--- src/rtl/bus_decoder_pkg.sv ---
// Shared definitions for the bus decoder: bus widths, the reference memory map
// and the base/mask address match used by both hardware and software.
package bus_decoder_pkg;

  localparam int ADDR_W = 32;
  localparam int DATA_W = 32;
  localparam int WR_W   = 4;
  localparam int CNT_W  = 16;

  // Reference two-slave memory map; software headers are generated from these values.
  localparam int                        MAP_NSLAVES = 2;
  localparam logic [32*MAP_NSLAVES-1:0] MAP_BASE    = {32'h1000_0000, 32'h0000_0000};
  localparam logic [32*MAP_NSLAVES-1:0] MAP_MASK    = {32'hF000_0000, 32'hF000_0000};

  function automatic logic addr_hit(input logic [ADDR_W-1:0] addr,
                                    input logic [ADDR_W-1:0] base,
                                    input logic [ADDR_W-1:0] mask);
    return (addr & mask) == (base & mask);
  endfunction

endpackage

--- src/rtl/bus_watchdog.sv ---
// Saturating 16-bit access-cycle counter; flags expiry on the last cycle a slave
// is allowed before the decoder must answer with a timeout error.
module bus_watchdog
  import bus_decoder_pkg::*;
#(
  parameter int unsigned timeout_cycles = 255
) (
  input  logic clk,
  input  logic rst,
  input  logic clear,
  input  logic enable,
  output logic expired
);

  // A timeout of zero disables the watchdog entirely.
  localparam bit               WD_ON = (timeout_cycles != 0);
  localparam logic [CNT_W-1:0] LIMIT = CNT_W'(timeout_cycles - 1);

  logic [CNT_W-1:0] count_reg;

  always_ff @(posedge clk or posedge rst) begin
    if (rst) begin
      count_reg <= '0;
    end else if (clear) begin
      count_reg <= '0;
    end else if (enable && (count_reg != '1)) begin
      count_reg <= count_reg + 1'b1;
    end
  end

  assign expired = WD_ON && (count_reg == LIMIT);

endmodule

--- src/rtl/bus_decoder.sv ---
// Single-master to N-slave address decoder with a bus watchdog: routes each
// request to the lowest matching slave, and errors on unmapped or stalled accesses.
module bus_decoder
  import bus_decoder_pkg::*;
#(
  parameter int                      nslaves        = 4,
  parameter logic [32*nslaves-1:0]   slave_base     = {nslaves{32'h0}},
  parameter logic [32*nslaves-1:0]   slave_mask     = {nslaves{32'h0}},
  parameter int unsigned             timeout_cycles = 255
) (
  input  logic                     clk,
  input  logic                     rst,
  input  logic [ADDR_W-1:0]        master_address,
  input  logic [DATA_W-1:0]        master_data_i,
  input  logic [WR_W-1:0]          master_wr,
  input  logic                     master_enable,
  output logic [DATA_W-1:0]        master_data_o,
  output logic                     master_ready,
  output logic                     master_error,
  output logic [ADDR_W-1:0]        slave_address,
  output logic [DATA_W-1:0]        slave_data_o,
  output logic [WR_W-1:0]          slave_wr,
  output logic [nslaves-1:0]       slave_enable,
  input  logic [32*nslaves-1:0]    slave_data_i,
  input  logic [nslaves-1:0]       slave_ready,
  input  logic [nslaves-1:0]       slave_error
);

  localparam int SEL_W = (nslaves > 1) ? $clog2(nslaves) : 1;

  typedef enum logic [1:0] {
    IDLE     = 2'd0,
    ACCESS   = 2'd1,
    ERR_RESP = 2'd2
  } state_t;

  state_t             state_reg;
  logic [SEL_W-1:0]   sel_reg;
  logic [SEL_W-1:0]   hit_idx;
  logic [nslaves-1:0] hit;
  logic               any_hit;
  logic               sel_ready;
  logic               sel_error;
  logic               expired;

  assign slave_address = master_address;
  assign slave_data_o  = master_data_i;
  assign slave_wr      = master_wr;

  generate
    for (genvar gi = 0; gi < nslaves; gi++) begin : g_match
      assign hit[gi] = addr_hit(master_address, slave_base[32*gi +: 32], slave_mask[32*gi +: 32]);
    end
  endgenerate

  // Overlapping windows resolve to the lowest slave index.
  always_comb begin
    hit_idx = '0;
    for (int i = nslaves - 1; i >= 0; i--) begin
      if (hit[i]) hit_idx = SEL_W'(i);
    end
  end

  assign any_hit   = |hit;
  assign sel_ready = slave_ready[sel_reg];
  assign sel_error = slave_error[sel_reg];

  bus_watchdog #(
    .timeout_cycles(timeout_cycles)
  ) u_watchdog (
    .clk    (clk),
    .rst    (rst),
    .clear  (state_reg != ACCESS),
    .enable (state_reg == ACCESS),
    .expired(expired)
  );

  always_ff @(posedge clk or posedge rst) begin
    if (rst) begin
      state_reg <= IDLE;
      sel_reg   <= '0;
    end else begin
      case (state_reg)
        IDLE: begin
          if (master_enable) begin
            if (any_hit) begin
              sel_reg   <= hit_idx;
              state_reg <= ACCESS;
            end else begin
              state_reg <= ERR_RESP;
            end
          end
        end
        ACCESS: begin
          // A slave response on the expiry cycle takes priority over the timeout.
          if (sel_ready || sel_error || !master_enable) begin
            state_reg <= IDLE;
          end else if (expired) begin
            state_reg <= ERR_RESP;
          end
        end
        ERR_RESP: state_reg <= IDLE;
        default:  state_reg <= IDLE;
      endcase
    end
  end

  always_comb begin
    slave_enable  = '0;
    master_ready  = 1'b0;
    master_error  = 1'b0;
    master_data_o = '0;
    case (state_reg)
      ACCESS: begin
        slave_enable[sel_reg] = master_enable;
        master_ready          = sel_ready;
        master_error          = sel_error;
        master_data_o         = slave_data_i[sel_reg*32 +: 32];
      end
      ERR_RESP: master_error = 1'b1;
      default: ;
    endcase
  end

endmodule

--- config.mk ---
export PLATFORM = sky130hd
export DESIGN_NAME = bus_decoder
export DESIGN_NICKNAME = d
export VERILOG_FILES = /design/src/rtl/bus_decoder_pkg.sv /design/src/rtl/bus_watchdog.sv /design/src/rtl/bus_decoder.sv
export SDC_FILE = /design/constraint.sdc
export NUM_CORES = 1
export LEC_CHECK = 0
export ABC_AREA = 1
export CAP_MARGIN = 20
export CELL_PAD_IN_SITES_DETAIL_PLACEMENT = 0
export CELL_PAD_IN_SITES_GLOBAL_PLACEMENT = 1
export CORE_AREA = 2 2 129 131
export DETAILED_ROUTE_END_ITERATION = 6
export DIE_AREA = 0 0 131 133
export GPL_TIMING_DRIVEN = 0
export PLACE_DENSITY = 0.78
export SYNTH_ARGS = -nofsm -noshare
export SYNTH_HDL_FRONTEND = slang
export SYNTH_SLANG_ARGS = --single-unit
--- constraint.sdc ---
create_clock -name clk -period 1.6 [get_ports clk]
set_input_delay 0.32 -clock clk [delete_from_list [all_inputs] [get_ports clk]]
set_output_delay 0.32 -clock clk [all_outputs]
set_load 0.02 [all_outputs]
==> results.toml <==
[run_status]
status = "finished, violations left"
violations = "negative setup slack"

[grt]
grt_pass1_wl_microns = 10500
grt_max_degree = 19
grt_pass1_vias = 2215
overflow = 0
grt_use_total = 0.0758
use_met2 = 0.135
antenna_found_initial = 0
grtUsageMet3 = 0.0255
busiest_layer = "met2"
grt_use_met1 = 0.0898

[critical_path]
setup.worst_path.end_class = "output port"
critPathKind = "reg2out"
critPathMaxFanout = 7
critical_path.max_stage_delay_ns = 0.42
worstSetupStartpointType = "flip-flop"
path_delay_family = "buffers and inverters"
cp.arrival_ns = 1.41
critPathRequiredTime_ns = 1.28
cp_slowest_cell = "dfrtp_1"
critPathBufInv = 4
path_cells = "ha_4 -> buf_12 -> clkbuf_16 -> nand2_4 -> inv_4 -> buf_6"

[sta]
slew_violations = 0
setup_violations = 35
fmax_ghz = 0.579
grt_setup_unrepaired = "yes"
final_hold_viol_count = 0
postLayoutSetupSlackWorst_ns = -0.127
holdWs_ns = 0.487
fin_skew_ns = 0.00307
post-route-min-period_ns = 1.73
max_slew_margin = 0.509
fin_crit_sh = 1.08
worst_pin_slew_ns = 0.736

[pwr]
p_seq_frac = 0.136
power_mw = 4.13
pwr-share-clk = 0.139
powerDensity_mw_per_mm2 = 973
intPower_mw = 2.40
leakage_nw = 2.16
p_switching_mw = 1.73
peakVddDrop_mv = 0.690
switching_share = 0.419
pwr-share-comb = 0.724

[logic_synthesis]
synthArstFlopShare = 1.00
ys_ff_latch = 18
synth.distinct_cells = 29
synth_edf_count = 0
yosysSeqAreaShare = 0.220
syn_area_per_cell_sq_um = 6.45
synth_cells = 317
synth_area_sq_mm = 0.00204
synth_flop_cell = "dfrtp_1"
yosysWarnings = 0

[detailed_routing]
routed_wl_microns = 6950
wire_per_inst_microns = 10.1
drtIter0Drc = 74
post_drt_via_cell_ratio = 3.37
drc = 0
via_count = 2324
postRouteAntennaNets = 0
first_pass_iters = 4

[clock_network]
cts_hold_buf = 0
ctsRootBufferMaster = "clkbuf_16"
clk_latency_ns = 0.26
clk_pin_slew_ns = 0.06
ctsLongestPathBuffers = 2
cts_buffers = 3
cts_max_level = 1
tritoncts = "yes"
cts.sinks = 18

[cells_and_area]
final_util = 0.262
layout-drive-gt1-share = 0.447
largest_register_ffs = 16
fin_nets = 684
areaGrowthSynthToFinish_pct = 108
antenna_cells = 0

[die]
die_y_microns = 133
num_rows = 47
die_width_microns = 131
core_sq_mm = 0.0162
ios = 313
dieArea_sq_mm = 0.0174
initial_core_util = 0.126

[flow_run]
drv_cap = 0

[place]
hpwl_microns = 5470
portBuffers = 139
preCtsSetupSlack_ns = -0.762
place_congestion = 0.741

[min_path]
min_path_type = "in2async"
-- worst reg2reg max path, stage by stage (launching register included) --
cell,delay [ns]
dfrtp_2,0.46
ha_2,0.22
nand3_2,0.09
inv_2,0.05
nand2_2,0.10
clkinv_2,0.11
nand3_4,0.12
buf_6,0.15
nand2_1,0.06
-- repair_timing --
action                                  CTS  global route
gates cloned                              4             0
pin swaps                                 2             2
buffers inserted                          3             2
resized for setup                       270            57
endpoints found under the setup margin   36            50
-- layer usage --
metal	wire length (microns)	part of all wire
met2	3560	0.51
met3	742	0.11
met4	32	0.0046
met1	2620	0.38
met5	0	0
-- logic make-up (layout without fill, tap and decap cells) --
logic type	count (synthesis)	count (layout)	share of synthesized area
AO/OA/AOI/OAI	9	9	0.0282
adder cells (fa/ha/maj)	6	6	0.0367
buffers and inverters	133	284	0.381
flip-flops	18	18	0.220
other	1	3	0.00184
AND/OR/NAND/NOR	150	150	0.332
-- synthesized netlist by cell type (2+ instances only) --
| cell | n | area, sq um |
|---|---|---|
| nor2_4 | 2 | 22.5 |
| buf_4 | 72 | 541 |
| nand3_2 | 2 | 20.0 |
| ha_1 | 6 | 75.1 |
| inv_1 | 53 | 199 |
| nor2_1 | 21 | 78.8 |
| clkbuf_1 | 4 | 15.0 |
| or2_2 | 4 | 25.0 |
| nand2_2 | 2 | 12.5 |
| nand4_1 | 6 | 37.5 |
| nand2_1 | 86 | 323 |
| o21bai_1 | 3 | 22.5 |
| dfrtp_1 | 18 | 450 |
| o21ai_1 | 2 | 10.0 |
| nand3_1 | 22 | 110 |
-- area by class of cell --
type                            count  area [sq um]
Timing Repair Buffer              148          1530
Clock buffer                        4          88.8
Buffer                             77           654
Fill cell                        1792         11900
Multi-Input combinational cell    168          1030
Tap cell                          220           275
Sequential cell                    18           453
Inverter                           55           213
-- per-stage QoR --
stage / instance area (sq um) / std cells / TNS (ns)
after floorplan: 2050 / 319 / 0
after global placement: 3720 / 678 / -22.95
after detailed placement: 3720 / 678 / -22.43
after CTS: 4070 / 689 / -3.85
after global routing: 4240 / 690 / -4.84
final: 4240 / 690 / -3.21
-- path summary, 6_finish.rpt --
path / startpoint / to / slack, ns / cells after the start
worst max-delay path: state_reg[0]$_DFFE_PP0P_ / master_data_o[12] / -0.13 / 6
worst min-delay path: rst / u_watchdog.count_reg[15]$_DFFE_PP0P_ / 0.49 / 2
worst max register to register: u_watchdog.count_reg[1]$_DFFE_PP0P_ / u_watchdog.count_reg[5]$_DFFE_PP0P_ / 0.14 / 8
worst min register to register: state_reg[0]$_DFFE_PP0P_ / state_reg[0]$_DFFE_PP0P_ / 0.61 / 2
max in group asynchronous: rst / u_watchdog.count_reg[0]$_DFFE_PP0P_ / 0.60 / 2
min in group clk: state_reg[0]$_DFFE_PP0P_ / state_reg[0]$_DFFE_PP0P_ / 0.61 / 2
-- power groups by stage --
| stage | registers [mW] | logic (mW) | clock network, mW |
|---|---|---|---|
| final | 0.563 | 2.99 | 0.574 |
| after global placement | 0.560 | 2.05 | 0 |
| after floorplan | 0.540 | 1.12 | 0 |
| after detailed placement | 0.558 | 2.04 | 0 |
| after CTS | 0.557 | 2.68 | 0.588 |
| after global routing | 0.573 | 3.20 | 0.605 |
-- layout by cell type (no fill, tap or decap), types with 2 or more instances in the layout --
cell,n
clkdlybuf4s50_1,104
buf_4,76
nand2_1,54
buf_6,37
inv_2,31
nand3_1,22
nor2_1,21
inv_1,21
nand2_4,19
dfrtp_1,16
nand2_2,15
clkbuf_16,6
nand4_1,6
or2_2,4
buf_8,4
o21bai_1,3
ha_1,3
conb_1,3
nand3_2,2
nor2_4,2
inv_4,2
o21ai_1,2
ha_4,2
dfrtp_2,2
(Power assumes the default switching activity.)
